===== src/rtl/io_out_pkg.sv =====
// rtl/io_out_pkg.sv - shared defaults and channel-state type for the output port
package io_out_pkg;

  localparam int DEF_WIDTH = 32;
  localparam int DEF_DEPTH = 4;
  localparam int DEF_NCH   = 2;

  typedef enum logic [1:0] {
    EMPTY   = 2'd0,
    PARTIAL = 2'd1,
    FULL    = 2'd2
  } ch_state_e;

endpackage


===== src/rtl/out_fifo.sv =====
// rtl/out_fifo.sv - single-channel output FIFO with registered head and valid/ready drain
module out_fifo
  import io_out_pkg::*;
#(
  parameter int WIDTH = DEF_WIDTH,
  parameter int DEPTH = DEF_DEPTH
) (
  input  logic             clk,
  input  logic             clr,
  input  logic             push,
  input  logic [WIDTH-1:0] din,
  input  logic             ready,
  output logic [WIDTH-1:0] dout,
  output logic             valid,
  output logic             full,
  output logic             empty,
  output logic             accept,
  output logic             drop
);

  localparam int PW = $clog2(DEPTH);
  localparam int CW = PW + 1;

  logic [WIDTH-1:0] mem [DEPTH];
  logic [PW-1:0]    wr_ptr;
  logic [PW-1:0]    rd_ptr;
  logic [CW-1:0]    count;
  ch_state_e        state;
  logic             pop;

  always_comb begin
    state = PARTIAL;
    if (count == '0)
      state = EMPTY;
    else if (count == CW'(DEPTH))
      state = FULL;
  end

  // A pop on the same edge frees the slot, so a full channel still accepts
  assign pop    = (state != EMPTY) && ready;
  assign accept = push && ((state != FULL) || pop);
  assign drop   = push && (state == FULL) && !pop;

  always_ff @(posedge clk or negedge clr) begin
    if (!clr) begin
      wr_ptr <= '0;
      rd_ptr <= '0;
      count  <= '0;
    end else begin
      if (accept)
        wr_ptr <= wr_ptr + 1'b1;
      if (pop)
        rd_ptr <= rd_ptr + 1'b1;
      if (accept && !pop)
        count <= count + 1'b1;
      else if (pop && !accept)
        count <= count - 1'b1;
    end
  end

  always_ff @(posedge clk) begin
    if (accept)
      mem[wr_ptr] <= din;
  end

  // Storage is not reset; masking by occupancy keeps dout at zero while empty
  assign valid = (state != EMPTY);
  assign full  = (state == FULL);
  assign empty = (state == EMPTY);
  assign dout  = valid ? mem[rd_ptr] : '0;

endmodule


===== src/rtl/io_out_port.sv =====
// rtl/io_out_port.sv - NCH-channel output port: write demux, out_view, overflow flags
// OUTPORT_OVF_EN enables sticky per-channel overflow flags; otherwise overflow is tied low.
module io_out_port
  import io_out_pkg::*;
#(
  parameter  int WIDTH = DEF_WIDTH,
  parameter  int DEPTH = DEF_DEPTH,
  parameter  int NCH   = DEF_NCH,
  localparam int SELW  = (NCH > 1) ? $clog2(NCH) : 1
) (
  input  logic                 clk,
  input  logic                 clr,
  input  logic [WIDTH-1:0]     bus_in,
  input  logic                 out_rd,
  input  logic [SELW-1:0]      ch_sel,
  input  logic [NCH-1:0]       dev_ready,
  output logic [NCH*WIDTH-1:0] dev_data,
  output logic [NCH-1:0]       dev_valid,
  output logic [NCH-1:0]       full,
  output logic [NCH-1:0]       empty,
  output logic [WIDTH-1:0]     out_view,
  input  logic                 ovf_clr,
  output logic [NCH-1:0]       overflow
);

  localparam logic [SELW:0] NCH_W = (SELW + 1)'(NCH);

  logic           sel_ok;
  logic [NCH-1:0] push;
  logic [NCH-1:0] accept;
  logic [NCH-1:0] drop;

  assign sel_ok = ({1'b0, ch_sel} < NCH_W);

  for (genvar g = 0; g < NCH; g++) begin : g_ch
    assign push[g] = out_rd && sel_ok && (ch_sel == SELW'(g));

    out_fifo #(
      .WIDTH(WIDTH),
      .DEPTH(DEPTH)
    ) u_fifo (
      .clk   (clk),
      .clr   (clr),
      .push  (push[g]),
      .din   (bus_in),
      .ready (dev_ready[g]),
      .dout  (dev_data[g*WIDTH +: WIDTH]),
      .valid (dev_valid[g]),
      .full  (full[g]),
      .empty (empty[g]),
      .accept(accept[g]),
      .drop  (drop[g])
    );
  end

  always_ff @(posedge clk or negedge clr) begin
    if (!clr)
      out_view <= '0;
    else if (|accept)
      out_view <= bus_in;
  end

`ifdef OUTPORT_OVF_EN
  logic [NCH-1:0] ovf_q;

  // A drop on the clearing edge must survive, so set is applied after clear
  always_ff @(posedge clk or negedge clr) begin
    if (!clr)
      ovf_q <= '0;
    else
      ovf_q <= (ovf_q & ~{NCH{ovf_clr}}) | drop;
  end

  assign overflow = ovf_q;
`else
  logic unused_ovf;

  assign unused_ovf = ovf_clr ^ (^drop);
  assign overflow   = '0;
`endif

endmodule


===== config.mk =====
export PLATFORM = sky130hd
export DESIGN_NAME = io_out_port
export DESIGN_NICKNAME = d
export VERILOG_FILES = /design/src/rtl/io_out_pkg.sv /design/src/rtl/out_fifo.sv /design/src/rtl/io_out_port.sv
export SDC_FILE = /design/constraint.sdc
export NUM_CORES = 1
export LEC_CHECK = 0
export ABC_AREA = 0
export CAP_MARGIN = 20
export CORE_UTILIZATION = 40
export DETAILED_ROUTE_END_ITERATION = 12
export PLACE_DENSITY = 0.7
export SLEW_MARGIN = 5
export SYNTH_ARGS = -nofsm -noshare
export SYNTH_HDL_FRONTEND = slang
export SYNTH_SLANG_ARGS = --single-unit
export TNS_END_PERCENT = 20

===== constraint.sdc =====
create_clock -name clk -period 6.5 [get_ports clk]
set_input_delay 1.3 -clock clk [delete_from_list [all_inputs] [get_ports clk]]
set_output_delay 1.3 -clock clk [all_outputs]
set_load 0.01 [all_outputs]

### After elaboration in Yosys (flattened, before gate mapping)

Memory sizes are Yosys's and may differ from the RTL's.
Cells that the tools add are included.

* bits in registers: 46
* word-level logic and storage cells: 63
* RAM bits: 256
* memories kept: 2

* mux-type cells: 14
* add/subtract/negate cells: 8
* equality and inequality tests: 6
* bitwise gates (word level): 1
* reduce and logical (&&, ||, !) cells: 25

Memory list
* g_ch[0].u_fifo.mem: words 4, bits a word 32, rd ports 1, clocked after Yosys merged registers in 0, wr ports 1, RTL line out_fifo.sv:24 `logic [WIDTH-1:0] mem [DEPTH];`
* g_ch[1].u_fifo.mem: words 4, bits a word 32, rd ports 1, clocked after Yosys merged registers in 0, wr ports 1, RTL line out_fifo.sv:24

Operator list (number)
* 32-bit two-way mux: 2
* 3-bit two-way mux: 4
* 1-bit logical AND: 10
* 2-bit by 1-bit adder with 2-bit output, second input constant: 4
* 2-bit two-way mux: 4
* 2-bit nonzero test: 4
* 3-bit by 1-bit adder with 3-bit output, second input constant: 2
* 3-bit equality test, second input constant: 2
* 3-bit zero test: 2
* 3-bit by 1-bit subtractor with 3-bit output, second input constant: 2
* 2-bit equality test, second input constant: 2
* 1-bit zero test: 4
* 2-bit zero test: 2
* 1-bit two-way mux: 4
* 2-bit inequality test, second input constant: 2
* 1-bit logical OR: 2
* 2-bit OR reduction: 1
* 1-bit NOT: 1

### Longest topological paths before layout

* depth after elaboration: 11
* gate-level depth with buffers: 9
* gate-level depth less buffers: 8

### Hierarchy

From an unflattened synthesis, not the netlist that was laid out.

* cell total of the unflattened synthesis: 555
* area total of the unflattened synthesis: 11802.6 µm²

Modules (own cells, without submodules)
* out_fifo: times used 2, seq. area each 4018.9 µm², area an instance 5275.1 µm², cells an instance 241
* io_out_port: times used 1, seq. area each 800.8 µm², area an instance 1252.5 µm², cells an instance 73

### Least setup slack after synthesis

No wires, ideal clock.

* path kind: input -> register
* start point: input ch_sel
* end point: memory g_ch[0].u_fifo.mem[0][0] in the netlist's numbering (enable)
* arrival time: 2.596 ns
* stages on the path: 3
* setup slack: 3.512 ns
* path through: nand2b_1 -> nor2_1 -> and2_1

* word-level cells in the longest chain between the ends: 5

RTL lines
* from (decl): RTL line io_out_port.sv:15 `input logic [SELW-1:0] ch_sel,`
* 1-bit NOT: RTL line io_out_port.sv:36 `assign push[g] = out_rd && sel_ok && (ch_sel == SELW'(g));`
* 1-bit logical AND: RTL line io_out_port.sv:36
* 1-bit logical AND: RTL line out_fifo.sv:41 `assign accept = push && ((state != FULL) || pop);`
* via g_ch[0].u_fifo.accept: RTL line out_fifo.sv:17 `output logic accept,`
* 1-bit two-way mux: RTL line out_fifo.sv:62 `if (accept)`
* 1-bit two-way mux (implied by the code): RTL line out_fifo.sv:63 `mem[wr_ptr] <= din;`
* to (decl): RTL line out_fifo.sv:24

The timed path passes the listed nets, and every way through them passes these cells.

### Final worst setup path

* start point: register g_ch[1].u_fifo.rd_ptr[0]
* end point: output dev_data[32]

* word-level cells in the longest chain between the ends: 2

RTL lines
* from (decl): RTL line out_fifo.sv:26 `logic [PW-1:0] rd_ptr;`
* from (signal assigned): RTL line out_fifo.sv:53 `rd_ptr <= rd_ptr + 1'b1;`
* memory read 4 x 32 bit
* 32-bit two-way mux: RTL line out_fifo.sv:70 `assign dout = valid ? mem[rd_ptr] : '0;`
* to (decl): RTL line io_out_port.sv:17 `output logic [NCH*WIDTH-1:0] dev_data,`

No other way between the ends.

==> key figures <==
Status
  – Outcome: finished, final reports clean

Drt
  – Vias: 5573
  – DRT Pass-1 Iters: 4
  – Vias/cell: 5.03
  – Post-DR wirelength/cell: 21.0 µm
  – Final wirelength: 23.2 mm
  – Drt first-iter violations: 306
  – # DRC: 0
  – Antenna-violating nets left: 0

Yosys
  – Multiplexer share of the synthesized area: 0.165
  – Syn Area/Cell: 21.3 µm²
  – Compound-Gate Fraction of Synth Area: 0.00105
  – Xor/xnor share of the synthesized area: 0.00884
  – Simple-Gate Fraction of Synth Area: 0.0464
  – Register bit count reported by yosys: 302
  – Largest cells by area after synthesis: edfxtp_1 (65%), mux4_2 (12%), dfrtp_1 (9.7%)
  – Post-synthesis adder-cell area fraction: 0.0139
  – Yosys cell types: 25
  – Yosys warns: 0
  – Synth top area share: 0.647
  – Synth Instances: 559
  – Main combinational cell family by area after synthesis: multiplexers
  – Register area share after synthesis: 0.744
  – Leading area contributor after synthesis: edfxtp_1
  – Post-Syn Area: 11900 µm²

Final layout
  – Layout cells sized above 1: 0.234
  – Area Growth Syn to Fin: 22.7%
  – Diode count: 0
  – Net count reported at finish: 752

Die
  – Area of the die: 30400 µm²
  – # IOs: 143
  – Overall die height: 174 µm
  – Die width: 174 µm
  – Cell Rows: 62
  – Core area: 28900 µm²
  – Initial Util: 0.411

Critical path
  – Crit Path Max Fanout: 20
  – Worst R2R Start: g_ch[1].u_fifo.count[0]
  – Crit start category: register
  – Setup crit start: g_ch[1].u_fifo.rd_ptr[0]
  – R2R depth: 8
  – Worst EP arrival: 2.97 ns
  – Critical Path End: dev_data[32]
  – Slowest stage delay, CP: 0.69 ns
  – Slowest CP cell: dfrtp_2
  – RR Endpoint: g_ch[1].u_fifo.count[2]
  – Buf/Inv on CP: 2
  – Critical path required time: 5.20 ns
  – CP Class: register to output port
  – Worst reg2reg setup slack: 3.76 ns
  – Critical path endpoint category: output port
  – Worst path depth: 4
  – CP top delay family: buffers and inverters
  – Crit-path cells: buf_4 > mux4_2 > and2_1 > clkdlybuf4s50_1

GRT
  – GR Overflow Total: 0
  – Vias in the first global route: 6149
  – GRT Total Usage: 0.157
  – Largest net degree at the start of global routing: 47
  – First-pass GRT wire length: 36.1 mm
  – Initial antenna violation count: 0

Power and ir drop
  – P_int: 4660 µW
  – Maximum vdd drop: 243 µV
  – Leakage power: 0.00497 µW
  – Clock power share: 0.264
  – Switch Pwr: 1810 µW
  – Sequential Power Share: 0.403
  – Switching share of power: 0.280
  – Pwr/cell area: 443 nW/µm²
  – Comb pwr share: 0.333
  – Total Power: 6470 µW

Clock network
  – Clk buf depth: 3
  – Post-CTS Setup Bufs: 0
  – Root buffer cell: clkbuf_16
  – Clock sink count: 302
  – CTS tree: done
  – Hold buffer count at CTS: 0
  – Clock latency on the worst-skew pair: 0.54 ns
  – Post-cts resize count: 0
  – Worst-path clk slew: 0.06 ns
  – CTS Buf Count: 31
  – Depth of the CTS H-tree: 1

Timing
  – Clock skew: 0.0126 ns
  – Final hold viol count: 0
  – Tmin final: 4.27 ns
  – Max Slew Vio Count: 0
  – Worst Tran Pin Value: 1.02 ns
  – Final setup viols: 0
  – Fin crit share: 0.656
  – Setup TNS: 0 ns
  – Fmax: 234 MHz
  – Slew HR: 0.319
  – RSZ-0062 raised after global routing: false

Hold path
  – Worst min path class: register to register

Place
  – HPWL after detailed placement: 13.5 mm
  – Gp weighted congestion: 0.710
  – Input/output buffers: 139

Flow run
  – Max cap viols: 0
layout make-up:
cell class	instances	area, µm²
clock buffer	45	878
timing repair buffer	143	1420
fill	2333	14300
clock inverter	12	119
multi-input combinational	215	2820
sequential	302	8840
inverter	8	30.0
tap	384	480
through the flow:
step                utilization  hold WS (ns)  instance area [µm²]  setup slack, ns  cells
floorplan                     -         0.462                11900             3.51    560
global placement          0.470         0.480                13600             2.73   1052
detailed placement        0.470         0.494                13600             2.70   1052
CTS                       0.504         0.509                14600             2.11   1109
global route              0.504         0.519                14600             2.03   1109
finish                    0.504         0.507                14600             2.23   1109
logic make-up after synthesis:
logic type      Yosys count
fa+ha+maj                12
mux                     100
buf+inv                  43
flops                   302
simple gates             88
compound gates            1
xor+xnor                 12
other cells               1
worst min path at each step:
stage               cells after the start               startpoint                      end  slack, ns
floorplan                               1  g_ch[0].u_fifo.count[2]  g_ch[0].u_fifo.count[2]       0.46
detailed placement                      1             out_view[12]             out_view[12]       0.49
global placement                        1  g_ch[1].u_fifo.count[2]  g_ch[1].u_fifo.count[2]       0.48
global route                            1              out_view[5]              out_view[5]       0.52
CTS                                     1  g_ch[0].u_fifo.count[2]  g_ch[0].u_fifo.count[2]       0.51
finish                                  1              out_view[9]              out_view[9]       0.51
power by group through the flow:
stage / logic [µW] / clock network (µW) / registers [µW]
6_report: 2150 / 1710 / 2610
5_1_grt: 2320 / 1830 / 2640
4_1_cts: 2210 / 1760 / 2620
3_5_place_dp: 2190 / 0 / 2660
3_3_place_gp: 2150 / 0 / 2630
2_1_floorplan: 1310 / 0 / 2520
worst reg2reg max path, stage by stage (launching register included):
cell and delay (ns):
dfrtp_1 0.45, or3_2 0.84, nand2_1 0.24, ha_1 0.20, inv_1 0.08, fa_1 0.44
xor2_1 0.15, nor2_1 0.11, xor2_1 0.16
cells in the mapped netlist:
cell type	n
buf_4	13
xnor2_1	8
mux4_2	64
inv_1	8
nand2_1	3
nor4b_2	2
clkbuf_1	9
mux2_2	6
buf_6	4
nor3b_1	2
or3_1	1
xor2_1	4
and2_1	72
nand3_1	2
or3_2	1
ha_1	10
conb_1	1
nand2b_1	1
fa_1	2
edfxtp_1	256
buf_2	9
mux2_4	30
nor2_1	4
o22ai_2	1
dfrtp_1	46
registers in the layout, summed over array words and instances, names as in the netlist:
name,flops
g_ch.u_fifo.count,6
out_view,32
g_ch.u_fifo.wr_ptr,4
g_ch.u_fifo.mem,256
g_ch.u_fifo.rd_ptr,4
cells in the final DEF (no fill, tap or decap), types with 2 or more instances in the layout:
master           netlist  routed
and2_1                72      64
and2_2                 0       8
buf_4                 13       4
bufinv_16              0       2
clkbuf_1               9       9
clkbuf_16              0      31
clkbuf_8               0       5
clkdlybuf4s50_1        0     138
clkinv_2               0       7
clkinvlp_4             0       2
conb_1                 1       2
dfrtp_1               46      42
dfrtp_2                0       4
edfxtp_1             256     256
fa_1                   2       2
ha_1                  10      10
inv_1                  8       8
mux2_2                 6       6
mux2_4                30      30
mux4_2                64      64
nand2_1                3       3
nand3_1                2       2
nor2_1                 4       4
nor3b_1                2       2
nor4b_2                2       2
or3_2                  1       2
xnor2_1                8       8
xor2_1                 4       4
layer usage:
layer,part of all wire,global-route usage,vias up
li1,-,-,2461
met1,0.41,0.205,2911
met2,0.52,0.275,174
met3,0.060,0.0267,27
met4,0.016,0.0373,0
met5,0,0,-
(Power assumes the default switching activity.)
